File: config.mk
export PLATFORM = sky130hd
export DESIGN_NAME = axi_stream_strip_header_flat
export DESIGN_NICKNAME = d
export VERILOG_FILES = /design/src/rtl/axi_stream_strip_header_if.sv /design/src/rtl/axi_stream_strip_header.sv /design/src/flat_wrapper.sv
export SDC_FILE = /design/constraint.sdc
export NUM_CORES = 1
export LEC_CHECK = 0
export CAP_MARGIN = 5
export CELL_PAD_IN_SITES_DETAIL_PLACEMENT = 1
export CELL_PAD_IN_SITES_GLOBAL_PLACEMENT = 2
export CORE_ASPECT_RATIO = 0.6
export CORE_MARGIN = 2
export CORE_UTILIZATION = 34
export CTS_CLUSTER_SIZE = 16
export DETAILED_ROUTE_END_ITERATION = 16
export GPL_TIMING_DRIVEN = 0
export PLACE_DENSITY_LB_ADDON = 0.05
export SLEW_MARGIN = 20
export SYNTH_ARGS = -nofsm -noshare
export SYNTH_HDL_FRONTEND = slang
export SYNTH_SLANG_ARGS = --single-unit
File: constraint.sdc
create_clock -name clk -period 3.93 [get_ports clk]
set_clock_uncertainty 0.1 [all_clocks]
set_input_delay 0.5895 -clock clk [delete_from_list [all_inputs] [get_ports clk]]
set_output_delay 0.5895 -clock clk [all_outputs]
set_load 0.05 [all_outputs]
File: src/rtl/axi_stream_strip_header_if.sv
// rtl/axi_stream_strip_header_if.sv - stream bundle for the header stripper: input, payload and header channels
interface axi_stream_strip_header_if #(
  parameter int DATA_WD      = 32,
  parameter int DATA_BYTE_WD = DATA_WD / 8,
  parameter int BYTE_CNT_WD  = $clog2(DATA_BYTE_WD)
);
  logic                    valid_in;
  logic [DATA_WD-1:0]      data_in;
  logic [DATA_BYTE_WD-1:0] keep_in;
  logic                    last_in;
  logic                    ready_in;

  logic                    valid_out;
  logic [DATA_WD-1:0]      data_out;
  logic [DATA_BYTE_WD-1:0] keep_out;
  logic                    last_out;
  logic                    ready_out;

  logic                    valid_header;
  logic [DATA_WD-1:0]      data_header;
  logic [DATA_BYTE_WD-1:0] keep_header;
  logic                    ready_header;

  logic [BYTE_CNT_WD-1:0]  byte_strip_cnt;

  modport slave (
    input  valid_in, data_in, keep_in, last_in,
    output ready_in,
    output valid_out, data_out, keep_out, last_out,
    input  ready_out,
    output valid_header, data_header, keep_header,
    input  ready_header,
    input  byte_strip_cnt
  );

  modport master (
    output valid_in, data_in, keep_in, last_in,
    input  ready_in,
    input  valid_out, data_out, keep_out, last_out,
    output ready_out,
    input  valid_header, data_header, keep_header,
    output ready_header,
    output byte_strip_cnt
  );
endinterface

File: src/rtl/axi_stream_strip_header.sv
// rtl/axi_stream_strip_header.sv - strips a 1..DATA_BYTE_WD byte header off a packet stream, re-aligning the payload
module axi_stream_strip_header #(
  parameter int DATA_WD      = 32,
  parameter int DATA_BYTE_WD = DATA_WD / 8,
  parameter int BYTE_CNT_WD  = $clog2(DATA_BYTE_WD)
) (
  input logic                      clk,
  input logic                      rst_n,
  axi_stream_strip_header_if.slave bus
);
  localparam int TW = $clog2(2 * DATA_BYTE_WD);
  localparam logic [TW-1:0] NB = TW'(DATA_BYTE_WD);

  typedef enum logic [1:0] {IDLE, BODY, FLUSH} state_e;

  state_e                  state_q, state_d;
  logic [DATA_WD-1:0]      res_q, res_d;
  logic [TW-1:0]           rcnt_q, rcnt_d;
  logic                    sent_q, sent_d;
  logic                    valid_out_q, valid_out_d;
  logic [DATA_WD-1:0]      data_out_q, data_out_d;
  logic [DATA_BYTE_WD-1:0] keep_out_q, keep_out_d;
  logic                    last_out_q, last_out_d;
  logic                    valid_header_q, valid_header_d;
  logic [DATA_WD-1:0]      data_header_q, data_header_d;
  logic [DATA_BYTE_WD-1:0] keep_header_q, keep_header_d;

  logic [BYTE_CNT_WD-1:0]  strip_cnt;
  logic [TW-1:0]           l_cnt, h_cnt, t_sum, first_r;
  logic [DATA_WD-1:0]      byte_mask, din;
  logic [2*DATA_WD-1:0]    wide;
  logic                    out_free, hdr_free, ready_in_c, in_fire;

  function automatic logic [DATA_BYTE_WD-1:0] keep_of(input logic [TW-1:0] n);
    return ~({DATA_BYTE_WD{1'b1}} >> n);
  endfunction

  always_comb begin
    l_cnt     = '0;
    byte_mask = '0;
    for (int j = 0; j < DATA_BYTE_WD; j++) begin
      byte_mask[8*j +: 8] = {8{bus.keep_in[j]}};
      l_cnt               = l_cnt + TW'(bus.keep_in[j]);
    end
  end

  assign strip_cnt = bus.byte_strip_cnt;
  assign din       = bus.data_in & byte_mask;
  assign h_cnt     = TW'(strip_cnt) + TW'(1);
  assign first_r   = (l_cnt > h_cnt) ? (l_cnt - h_cnt) : '0;
  assign t_sum     = rcnt_q + l_cnt;
  // Upper half: residue followed by the input bytes; lower half: bytes left over for the next beat.
  assign wide      = {res_q, {DATA_WD{1'b0}}} | ({din, {DATA_WD{1'b0}}} >> (8 * rcnt_q));
  assign out_free  = !valid_out_q || bus.ready_out;
  assign hdr_free  = !valid_header_q || bus.ready_header;
  assign in_fire   = bus.valid_in && ready_in_c;

  always_ff @(posedge clk or negedge rst_n) begin
    if (!rst_n) state_q <= IDLE;
    else        state_q <= state_d;
  end

  always_comb begin
    state_d = state_q;
    case (state_q)
      IDLE:    if (in_fire && !bus.last_in) state_d = BODY;
      BODY:    if (in_fire && bus.last_in) state_d = (t_sum > NB) ? FLUSH : IDLE;
      FLUSH:   if (out_free) state_d = IDLE;
      default: state_d = IDLE;
    endcase
  end

  always_comb begin
    ready_in_c = 1'b0;
    case (state_q)
      IDLE:    ready_in_c = hdr_free && out_free;
      BODY:    ready_in_c = out_free;
      default: ready_in_c = 1'b0;
    endcase
    ready_in_c = ready_in_c && rst_n;
  end

  always_comb begin
    res_d          = res_q;
    rcnt_d         = rcnt_q;
    sent_d         = sent_q;
    valid_out_d    = valid_out_q && !bus.ready_out;
    data_out_d     = data_out_q;
    keep_out_d     = keep_out_q;
    last_out_d     = last_out_q;
    valid_header_d = valid_header_q && !bus.ready_header;
    data_header_d  = data_header_q;
    keep_header_d  = keep_header_q;
    case (state_q)
      IDLE: if (in_fire) begin
        valid_header_d = 1'b1;
        data_header_d  = din & ~({DATA_WD{1'b1}} >> (8 * h_cnt));
        keep_header_d  = bus.keep_in & keep_of(h_cnt);
        sent_d         = 1'b0;
        if (bus.last_in) begin
          res_d  = '0;
          rcnt_d = '0;
          if (first_r != '0) begin
            valid_out_d = 1'b1;
            data_out_d  = din << (8 * h_cnt);
            keep_out_d  = keep_of(first_r);
            last_out_d  = 1'b1;
          end
        end else begin
          res_d  = din << (8 * h_cnt);
          rcnt_d = first_r;
        end
      end
      BODY: if (in_fire) begin
        if (bus.last_in && t_sum <= NB) begin
          // An empty closing beat still has to deliver last_out once payload has started.
          if (t_sum != '0 || sent_q) begin
            valid_out_d = 1'b1;
            data_out_d  = wide[2*DATA_WD-1:DATA_WD];
            keep_out_d  = keep_of(t_sum);
            last_out_d  = 1'b1;
          end
          res_d  = '0;
          rcnt_d = '0;
        end else if (t_sum >= NB) begin
          valid_out_d = 1'b1;
          data_out_d  = wide[2*DATA_WD-1:DATA_WD];
          keep_out_d  = '1;
          last_out_d  = 1'b0;
          sent_d      = 1'b1;
          res_d       = wide[DATA_WD-1:0];
          rcnt_d      = t_sum - NB;
        end else begin
          res_d  = wide[2*DATA_WD-1:DATA_WD];
          rcnt_d = t_sum;
        end
      end
      FLUSH: if (out_free) begin
        valid_out_d = 1'b1;
        data_out_d  = res_q;
        keep_out_d  = keep_of(rcnt_q);
        last_out_d  = 1'b1;
        res_d       = '0;
        rcnt_d      = '0;
      end
      default: ;
    endcase
  end

  always_ff @(posedge clk or negedge rst_n) begin
    if (!rst_n) begin
      res_q          <= '0;
      rcnt_q         <= '0;
      sent_q         <= 1'b0;
      valid_out_q    <= 1'b0;
      data_out_q     <= '0;
      keep_out_q     <= '0;
      last_out_q     <= 1'b0;
      valid_header_q <= 1'b0;
      data_header_q  <= '0;
      keep_header_q  <= '0;
    end else begin
      res_q          <= res_d;
      rcnt_q         <= rcnt_d;
      sent_q         <= sent_d;
      valid_out_q    <= valid_out_d;
      data_out_q     <= data_out_d;
      keep_out_q     <= keep_out_d;
      last_out_q     <= last_out_d;
      valid_header_q <= valid_header_d;
      data_header_q  <= data_header_d;
      keep_header_q  <= keep_header_d;
    end
  end

  assign bus.ready_in     = ready_in_c;
  assign bus.valid_out    = valid_out_q;
  assign bus.data_out     = data_out_q;
  assign bus.keep_out     = keep_out_q;
  assign bus.last_out     = last_out_q;
  assign bus.valid_header = valid_header_q;
  assign bus.data_header  = data_header_q;
  assign bus.keep_header  = keep_header_q;
endmodule

File: src/flat_wrapper.sv
// flat-port wrapper written by rule: the top's interface ports become plain ports
module axi_stream_strip_header_flat 
#(
  parameter int DATA_WD      = 32,
  parameter int DATA_BYTE_WD = DATA_WD / 8,
  parameter int BYTE_CNT_WD  = $clog2(DATA_BYTE_WD)
)
  (clk, rst_n, bus_valid_in, bus_data_in, bus_keep_in, bus_last_in, bus_ready_in, bus_valid_out, bus_data_out, bus_keep_out, bus_last_out, bus_ready_out, bus_valid_header, bus_data_header, bus_keep_header, bus_ready_header, bus_byte_strip_cnt);
  axi_stream_strip_header_if #(.DATA_WD(DATA_WD), .DATA_BYTE_WD(DATA_BYTE_WD), .BYTE_CNT_WD(BYTE_CNT_WD)) bus_i ();
  input logic clk;
  input logic rst_n;
  input wire logic [$bits(bus_i.valid_in)-1:0] bus_valid_in;
  input wire logic [$bits(bus_i.data_in)-1:0] bus_data_in;
  input wire logic [$bits(bus_i.keep_in)-1:0] bus_keep_in;
  input wire logic [$bits(bus_i.last_in)-1:0] bus_last_in;
  output wire logic [$bits(bus_i.ready_in)-1:0] bus_ready_in;
  output wire logic [$bits(bus_i.valid_out)-1:0] bus_valid_out;
  output wire logic [$bits(bus_i.data_out)-1:0] bus_data_out;
  output wire logic [$bits(bus_i.keep_out)-1:0] bus_keep_out;
  output wire logic [$bits(bus_i.last_out)-1:0] bus_last_out;
  input wire logic [$bits(bus_i.ready_out)-1:0] bus_ready_out;
  output wire logic [$bits(bus_i.valid_header)-1:0] bus_valid_header;
  output wire logic [$bits(bus_i.data_header)-1:0] bus_data_header;
  output wire logic [$bits(bus_i.keep_header)-1:0] bus_keep_header;
  input wire logic [$bits(bus_i.ready_header)-1:0] bus_ready_header;
  input wire logic [$bits(bus_i.byte_strip_cnt)-1:0] bus_byte_strip_cnt;
  assign bus_i.valid_in = bus_valid_in;
  assign bus_i.data_in = bus_data_in;
  assign bus_i.keep_in = bus_keep_in;
  assign bus_i.last_in = bus_last_in;
  assign bus_ready_in = bus_i.ready_in;
  assign bus_valid_out = bus_i.valid_out;
  assign bus_data_out = bus_i.data_out;
  assign bus_keep_out = bus_i.keep_out;
  assign bus_last_out = bus_i.last_out;
  assign bus_i.ready_out = bus_ready_out;
  assign bus_valid_header = bus_i.valid_header;
  assign bus_data_header = bus_i.data_header;
  assign bus_keep_header = bus_i.keep_header;
  assign bus_i.ready_header = bus_ready_header;
  assign bus_i.byte_strip_cnt = bus_byte_strip_cnt;
  axi_stream_strip_header #(.DATA_WD(DATA_WD), .DATA_BYTE_WD(DATA_BYTE_WD), .BYTE_CNT_WD(BYTE_CNT_WD)) u_core (.clk(clk), .rst_n(rst_n), .bus(bus_i));
endmodule
==> run summary, run 1 <==
Status -> complete, no violations
Largest net degree at the start of global routing -> 74
Clock transition at the registers of the reported paths -> 0.06 ns
Crit path max-delay cell type -> or3b_2
Antenna cells -> 0
Multi-input logic area -> 0.00475 mm2
Vias in the first global route -> 8140
Final Power -> 8.94 mW
H-tree depth -> 4
Max IR drop VDD -> 0.473 mV
Maximum clock insertion buffer count -> 2
Post-Layout Inst Area -> 0.0103 mm2
DRT Pass-1 Iters -> 6
DR iter-0 viols -> 984
Post-Syn Area -> 0.00786 mm2
Worst slew pin tran -> 1.23 ns
Startpoint Class -> primary input
Post-synth top area cell -> dfrtp_1
Die height -> 122 um
Core ar. -> 0.0229 mm2
Effective utilization at floorplan -> 34.3%
Sequential area share after synthesis -> 36.0%
CP required -> 4.15 ns
# clock sinks -> 113
Post-synth EDFFs -> 0
Final net count -> 1081
Reg area -> 0.00283 mm2
Global route total overflow -> 0
Max Clk Rate -> 259 MHz
Ys async rst share -> 100%
# DRC -> 0
Lkg Pwr -> 4.14 nW
Mapped Cells -> 872
Routed wl met3 -> 3.70 mm
Max Used Layer -> met4
CP Data Arrival Time -> 4.08 ns
Worst skew pair latency -> 0.45 ns
Final hold vios -> 0
GRT Util Overall -> 31.3%
Final WL -> 37.4 mm
Rel. slew slack -> 17.6%
Hold Crit Class -> in2async
Crit path kind -> in2reg
Post-DP HPWL -> 28.4 mm
Clock root buffer -> clkbuf_16
CP max stage delay -> 0.50 ns
Die area -> 0.0244 mm2
Period Utilization, post-route -> 98.1%
Top-area cell type share of the netlist area -> 36.0%
Post-Syn Nets -> 932
Minimum clock period -> 3.85 ns
Setup violators final -> 0
Distinct cells, synth -> 62
Crit path cell chain -> clkdlybuf4s15_2, clkbuf_8, inv_1, fa_1, inv_1, ha_2, fa_1, xor2_2, or3b_2, nand4_1, a221oi_4, buf_12, buf_8, mux2_4
Initial antenna violation count -> 0
Primary FF master, synth -> dfrtp_1
I/O Pins -> 120
First-pass GRT wire length -> 54.8 mm
Power per Cell Area -> 868 mW/mm2
Number of synthesized register bits -> 113
Worst setup EP type -> flip-flop
Avg Synthesized Cell Area -> 9.02 um2
Layout area overhead -> 31.0%
Top delay family on crit path -> adder cells
Gpl congestion -> 0.984
Max Slew Vio Count -> 0
Via density -> 6.08
WHS -> 0.00749 ns
Num rows -> 43
Maxcap violations -> 0
Yosys Warn Count -> 0
Routed wl met2 -> 14.6 mm
CP bufs+invs -> 6
Share of cells above drive strength 1 -> 14.6%
Number of port buffers -> 117
CTS tree -> yes
Crit-path max FO -> 10
Routed vias -> 8206
Synth area leaders -> dfrtp_1 (36%), nand2_1 (5.7%), mux2_4 (5.5%), o21ai_0 (4.1%), mux2i_1 (3.6%)
Fill count -> 2662
Die width -> 200 um
TritonCTS Buffers -> 17
RSZ-0062 raised after global routing -> false
Routed met1 length -> 18.3 mm
Placed inst area -> 0.00947 mm2
Antenna-violating nets left -> 0
Drt wl/cell -> 27.7 um
per-layer routing:
layer	up-vias	GRT usage (%)
li1	3573	-
met2	410	42.5
met1	4175	46.7
met5	-	0
met3	48	10.1
met4	0	8.70
through the flow:
step	worst slack (ns)	cells	utilization, %	TNS [ns]
floorplan	0.0238	872	-	0
global placement	-4.19	1304	41.2	-727.13
CTS	0.00263	1343	44.5	0
detailed placement	-1.81	1305	41.3	-110.46
global route	0.00549	1349	44.9	0
finish	0.0752	1349	44.9	0
sequential cells by signal, summed over array words and instances (netlist names):
signal / cells
u_core.bus.data_header: 32
u_core.bus.data_out: 32
u_core.sent_q: 1
u_core.state_q: 2
u_core.rcnt_q: 3
u_core.bus.keep_out: 4
u_core.bus.keep_header: 4
u_core.bus.valid_header: 1
u_core.bus.last_out: 1
u_core.res_q: 32
u_core.bus.valid_out: 1
synthesized netlist by cell type, drive strengths merged, types with 3 or more instances:
library cell,instances
a222oi,23
o311ai,3
a22oi,19
or3,4
a21o,7
nand3,56
and2,31
nand2b,4
dfrtp,113
o2bb2ai,16
a31o,6
a22o,21
mux4,4
a31oi,9
nand2,120
buf,22
o211ai,27
a32o,8
ha,13
fa,3
nor2b,9
inv,18
nor2,53
mux2,49
a32oi,3
mux2i,28
nand4,3
o31ai,10
a21oi,27
clkbuf,53
a221o,13
o21ai,66
a221oi,3
worst reg2reg max path, stage by stage, from the launching register on:
cell      delay (ns)
dfrtp_1         0.40
inv_1           0.10
ha_1            0.43
nor2_1          0.96
nand3_1         0.70
nor2_1          0.69
nand3_1         0.19
o211ai_1        0.14
area by class of cell:
class	count	area share (%)
multi-input combinational	666	46.1
sequential	113	27.5
timing repair buffer	130	12.9
clock buffer	20	4.43
tap	315	3.83
buffer	75	3.57
clock inverter	12	1.07
inverter	18	0.656
worst paths after layout:
check,end,cells after the start,slack [ns],start
max,u_core.bus.data_out[10]$_DFFE_PN0P_,14,0.08,bus_keep_in[2]
min,u_core.bus.data_header[12]$_DFFE_PN0P_,2,0.007,rst_n
min in group clk,u_core.bus.data_header[9]$_DFFE_PN0P_,2,0.38,u_core.bus.data_header[9]$_DFFE_PN0P_
max in group asynchronous,u_core.res_q[13]$_DFFE_PN0P_,2,3.31,rst_n
min reg2reg,u_core.bus.data_header[9]$_DFFE_PN0P_,2,0.38,u_core.bus.data_header[9]$_DFFE_PN0P_
max reg2reg,u_core.res_q[1]$_DFFE_PN0P_,7,0.15,u_core.state_q[0]$_DFFE_PN0P_
what timing repair did:
item                                   CTS  global route
hold buffers                             1             0
endpoints found under the hold margin   43             0
resized for setup                       38            14
cloned                                   0             0
setup endpoints to repair               75            69
buffers inserted                         5             6
pin swaps                                4             5
power by group:
| part | total (mW) | switching, mW | internal (mW) |
|---|---|---|---|
| logic | 5.55 | 3.66 | 1.89 |
| registers | 1.87 | 0.296 | 1.58 |
| clock network | 1.52 | 0.615 | 0.900 |
kinds of logic after synthesis:
logic type | Yosys count | share of synthesized area (%)
adders and majority gates | 16 | 2.83
muxes | 81 | 13.1
AOI/OAI and AO/OA | 273 | 25.6
buffers and inverters | 93 | 4.90
and+or+nand+nor | 292 | 17.0
xor gates and xnor gates | 4 | 0.621
DFF | 113 | 36.0
cells in the final DEF, fill, tap and decap left out, types with 4 or more instances in the layout:
cell	synthesis	final
nand2_1	120	120
buf_2	8	9
clkdlybuf4s50_1	0	111
mux2i_1	28	28
a221o_1	13	13
clkinvlp_4	0	4
nor2_1	53	51
a22o_1	21	21
a32o_1	8	8
ha_1	13	11
a21oi_1	27	27
mux2_2	20	20
clkbuf_2	0	7
a22oi_1	19	19
nand2b_1	4	4
buf_1	10	8
o2bb2ai_1	16	16
a222oi_1	23	23
nor2b_1	9	9
dfrtp_1	113	113
a31o_2	6	6
a31oi_1	9	9
inv_1	16	15
clkbuf_8	0	4
mux4_2	4	4
o31ai_1	10	10
o21ai_0	65	65
buf_4	1	12
o211ai_1	27	27
and2_1	28	28
or3_1	4	4
clkbuf_16	0	17
nand3_1	56	56
clkbuf_1	53	45
a21o_1	7	7
mux2_4	29	29
(Power assumes the default switching activity.)
==> run 2: changes to the inputs <==
- CAP_MARGIN: 5 -> not set
- CORE_UTILIZATION: 34 -> 30
- clock period: 3.93 -> 3.15 ns (I/O delays scaled with it)
==> run 2 against run 1 <==
The run now ends with negative setup slack left. Design area increased by 6.1%. Wire length grew 6.8%. Global-route usage decreased by 2.3 points. Register-to-register slack worse by 0.02 ns. Sequential share of layout area is 1.6 points lower. First-iteration DRC count decreased by 0.41%. Flip-flop and latch count did not move. Utilization is 2.1 points lower. Critical endpoint is now u_core.bus.data_out[16]$_DFFE_PN0P_.
==> run summary, run 2 (synthesis gave the netlist of run 1 again) <==
Status -> complete, but fails checks
Failing checks -> negative setup slack
Post-DP HPWL -> 29.6 mm
Final WL -> 39.9 mm
Number of port buffers -> 117
# DRC -> 0
Largest net degree at the start of global routing -> 72
Commonest non-fill, non-tap cell in the layout -> nand2_1
Startpoint Class -> primary input
Max IR drop VDD -> 0.507 mV
Num rows -> 45
Effective utilization at floorplan -> 30.8%
Drt wl/cell -> 28.4 um
Max Clk Rate -> 299 MHz
Antenna-violating nets left -> 0
Most frequent cells in the layout -> nand2_1 (120), dfrtp_1 (113), clkdlybuf4s50_1 (110)
Placed cells -> 1342
Post-route insts no fill -> 1409
Final hold vios -> 0
Maximum clock insertion buffer count -> 2
Final Power -> 11.8 mW
DR iter-0 viols -> 980
Lkg Pwr -> 4.42 nW
Die area -> 0.0276 mm2
Vias in the first global route -> 8086
Setup_tns -> -6.73 ns
Minimum clock period -> 3.35 ns
CTS tree -> yes
First-pass GRT wire length -> 56.5 mm
# clock sinks -> 113
RSZ-0062 raised after global routing -> true
CP required -> 3.38 ns
Final Core Density -> 42.9%
GRT Util Overall -> 29.0%
Clock transition at the registers of the reported paths -> 0.06 ns
Switching Fraction -> 50.3%
Worst slew pin tran -> 0.963 ns
Max Slew Vio Count -> 0
Multi-input logic area -> 0.00484 mm2
Clock power frac -> 15.9%
Layout area overhead -> 39.0%
Share of cells above drive strength 1 -> 18.8%
Crit-path max FO -> 8
Reg area -> 0.00283 mm2
Via density -> 5.90
Global route total overflow -> 0
Maxcap violations -> 0
DRT Pass-1 Iters -> 10
Setup violators final -> 45
Combinational fraction of design power -> 64.3%
Final net count -> 1104
P_sw -> 5.94 mW
Seq pwr share -> 19.8%
Gpl congestion -> 0.945
CP Data Arrival Time -> 3.58 ns
Fill count -> 2930
TritonCTS Buffers -> 17
H-tree depth -> 4
Hold Crit Class -> in2async
Worst skew pair latency -> 0.45 ns
I/O Pins -> 120
Die width -> 213 um
P_int -> 5.86 mW
Worst setup EP type -> flip-flop
Period Utilization, post-route -> 106%
Crit path kind -> in2reg
Setup ws final -> -0.199 ns
Die height -> 129 um
Core ar. -> 0.0255 mm2
Initial antenna violation count -> 1
Power per Cell Area -> 1080 mW/mm2
Routed vias -> 8311
Rel. slew slack -> 35.8%
Clock root buffer -> clkbuf_16
run 2: area by class of cell:
type                       instances  area share, %
clock inverter                    10          0.801
buffer                            72           4.25
sequential                       113           25.9
timing repair buffer             156           15.9
antenna                            1         0.0229
tap                              352           4.03
inverter                          18          0.641
multi-input combinational        666           44.3
clock buffer                      21           4.21
run 2: timing repair:
action                     4_1_cts  5_1_grt
cloned                           0        6
hold buffers                     4        0
hold endpoints to repair        42        0
pin swaps                       13       25
gates resized for setup         71       59
setup endpoints to repair       76       81
buffers inserted                 9       20
run 2: metrics by stage:
stage	cell area, um2	hold WS, ns	setup slack (ns)
2_1_floorplan	7960	0.0769	-0.424
3_3_place_gp	9570	0.369	-5.18
3_5_place_dp	9620	0.290	-1.97
4_1_cts	10500	0.0642	-0.248
5_1_grt	10900	0.0889	-0.258
6_report	10900	0.0612	-0.199
run 2: critical path: stages:
cell and delay (ns):
buf_12 0.11, ha_4 0.25, inv_2 0.04, fa_1 0.54, ha_2 0.19, inv_2 0.04
fa_2 0.56, or3b_4 0.14, nand4_1 0.20, a221oi_4 0.34, buf_12 0.20, clkbuf_16 0.17
mux2_4 0.30
run 2: power groups by stage:
stage                     Combinational, mW  Sequential, mW  Clock (mW)
after floorplan                        3.02            3.55           0
after detailed placement               6.66            2.35           0
after global placement                 6.63            2.35           0
final                                  7.59            2.34        1.87
after CTS                              6.89            2.34        1.91
after global routing                   7.92            2.41        1.97
run 2: worst paths after layout:
| check | to | depth (start not counted) | startpoint | slack, ns |
|---|---|---|---|---|
| setup / recovery | u_core.bus.data_out[16]$_DFFE_PN0P_ | 13 | bus_keep_in[0] | -0.20 |
| setup reg to reg | u_core.bus.data_out[3]$_DFFE_PN0P_ | 7 | u_core.state_q[0]$_DFFE_PN0P_ | 0.13 |
| hold / removal | u_core.bus.data_header[30]$_DFFE_PN0P_ | 3 | rst_n | 0.06 |
| min in group clk | u_core.bus.keep_header[2]$_DFFE_PN0P_ | 3 | bus_keep_in[2] | 0.31 |
| max in group asynchronous | u_core.bus.data_out[4]$_DFFE_PN0P_ | 4 | rst_n | 2.09 |
| hold reg to reg | u_core.bus.data_header[10]$_DFFE_PN0P_ | 2 | u_core.bus.data_header[10]$_DFFE_PN0P_ | 0.38 |
run 2: per-layer routing:
metal	global-route usage [%]	wire [um]	up-vias
met3	7.68	3590	33
met2	39.2	16100	386
li1	-	-	3621
met1	44.5	19800	4271
met5	0	0	-
met4	7.94	498	0
==> run 3: changes to the inputs <==
- GPL_ROUTABILITY_DRIVEN: not set -> 0
==> run 3 against run 2 <==
Critical endpoint is now u_core.bus.data_out[29]$_DFFE_PN0P_. Clock power increased by 5%. Design area increased by 0.69%. The flow still finishes with violations (negative setup slack). Global-route usage increased by 0.86 points.
==> run summary, run 3 (synthesis gave the netlist of run 1 again) <==
I/O Pins -> 120
Number of port buffers -> 117
RSZ-0062 raised after global routing -> true
GRT Util Overall -> 29.9%
Crit-path max FO -> 6
Max IR drop VDD -> 0.575 mV
Failing checks -> negative setup slack
Final Core Density -> 43.1%
Most frequent cells in the layout -> nand2_1 (120), dfrtp_1 (113), clkdlybuf4s50_1 (110)
Setup violators final -> 37
Minimum clock period -> 3.35 ns
Crit path kind -> in2reg
Clock transition at the registers of the reported paths -> 0.06 ns
Global route total overflow -> 0
Combinational fraction of design power -> 64.3%
Vias in the first global route -> 8336
CP max stage delay -> 0.54 ns
Most used cell, CP -> buf_12
Max Clk Rate -> 298 MHz
Final WL -> 40.1 mm
Status -> complete, but fails checks
# DRC -> 0
Share of cells above drive strength 1 -> 19.5%
Crit path max-delay cell type -> fa_2
Die area -> 0.0276 mm2
Clock power frac -> 16.3%
First-pass GRT wire length -> 58.3 mm
Seq pwr share -> 19.4%
Worst slew pin tran -> 1.05 ns
Worst skew pair latency -> 0.45 ns
Maxcap violations -> 0
CTS tree -> yes
Post-DP HPWL -> 29.8 mm
Maximum clock insertion buffer count -> 2
# clock sinks -> 113
Crit path cell chain -> buf_12, ha_4, inv_2, fa_1, ha_2, inv_2, fa_2, or3b_4, nand4_1, a221oi_4, buf_12, buf_12, buf_8, mux2_4
CP required -> 3.38 ns
P_sw -> 6.03 mW
CP bufs+invs -> 6
P_int -> 6.06 mW
CP Data Arrival Time -> 3.58 ns
Die width -> 213 um
Final net count -> 1108
Top delay family on crit path -> adder cells
Effective utilization at floorplan -> 30.8%
Layout area overhead -> 40.0%
Via density -> 5.92
Period Utilization, post-route -> 106%
Max Slew Vio Count -> 0
DRT Pass-1 Iters -> 6
Hold Crit Class -> in2reg
Rel. slew slack -> 30.1%
Post-place setup slack -> -2.01 ns
H-tree depth -> 4
TritonCTS Buffers -> 17
Power per Cell Area -> 1100 mW/mm2
Initial antenna violation count -> 1
Commonest non-fill, non-tap cell in the layout -> nand2_1
Switching Fraction -> 49.9%
Final hold vios -> 0
Setup ws final -> -0.205 ns
DR iter-0 viols -> 1018
Clock root buffer -> clkbuf_16
Startpoint Class -> primary input
Core ar. -> 0.0255 mm2
Antenna-violating nets left -> 0
Lkg Pwr -> 4.43 nW
Setup_tns -> -5.90 ns
Routed vias -> 8377
Fill count -> 2919
Die height -> 129 um
Num rows -> 45
Drt wl/cell -> 28.4 um
Worst setup EP type -> flip-flop
Largest net degree at the start of global routing -> 72
==> run 3: cell types whose count changed in the layout (fill, tap and decap cells not counted), moves of 3 or more <==
cell        delta
buf_8          +3
mux2_4         +7
clkbuf_16      -5
clkinvlp_4     +4
mux2_2         -7
buf_12         +4
==> run 3: timing repair <==
item / CTS / global route
gates cloned: 2 / 1
endpoints found under the setup margin: 76 / 84
hold buffers: 2 / 0
pin swaps: 13 / 11
setup buffers: 31 / 14
endpoints found under the hold margin: 42 / 0
resized for setup: 104 / 35
==> run 3: layer usage <==
metal / vias up / part of all wire (%) / global-route usage [%]
li1: 3621 / - / -
met1: 4304 / 49 / 44.6
met2: 409 / 40 / 40.8
met3: 43 / 9.8 / 9.52
met4: 0 / 1.6 / 7.73
met5: - / 0 / 0
==> run 3: worst paths after layout <==
kind	to	depth (start not counted)	startpoint	slack, ns
min reg2reg	u_core.bus.data_header[6]$_DFFE_PN0P_	2	u_core.bus.data_header[6]$_DFFE_PN0P_	0.38
max in group asynchronous	u_core.res_q[6]$_DFFE_PN0P_	3	rst_n	2.02
max	u_core.bus.data_out[29]$_DFFE_PN0P_	14	bus_keep_in[0]	-0.20
min	u_core.bus.data_header[21]$_DFFE_PN0P_	3	bus_keep_in[2]	0.33
min in group asynchronous	u_core.bus.data_header[11]$_DFFE_PN0P_	3	rst_n	0.52
max reg2reg	u_core.bus.data_out[24]$_DFFE_PN0P_	9	u_core.state_q[1]$_DFFE_PN0P_	0.09
==> run 3: cell type report <==
cell class	instances	area, um2	share of cell area, %
clock inverter	13	138	1.25
inverter	18	70.1	0.637
buffer	70	447	4.06
multi-input combinational	666	4880	44.3
timing repair buffer	162	1760	16.0
clock buffer	19	443	4.02
antenna	1	2.50	0.0227
tap	352	440	4.00
sequential	113	2830	25.7
==> run 3: tightest hold or removal path, delay by kind of cell <==
family                 cells  cell delay, ns
AND/OR/NAND/NOR            1            0.15
AO/OA/AOI/OAI              1            0.08
buffers and inverters      1            0.12
==> run 3: power by group through the flow <==
stage | Sequential [mW] | Clock, mW | Combinational (mW)
CTS | 2.34 | 2.01 | 7.43
floorplan | 3.55 | 0 | 3.02
global route | 2.40 | 2.07 | 8.13
detailed placement | 2.36 | 0 | 6.68
global placement | 2.35 | 0 | 6.63
finish | 2.34 | 1.97 | 7.77
==> run 3: through the flow <==
stage	cell area [um2]	cells	power (mW)	hold slack (ns)
2_1_floorplan	7960	872	6.58	0.0769
3_3_place_gp	9570	1341	8.98	0.368
3_5_place_dp	9610	1342	9.03	0.295
4_1_cts	10900	1403	11.8	0.317
5_1_grt	11000	1413	12.6	0.339
6_report	11000	1414	12.1	0.329
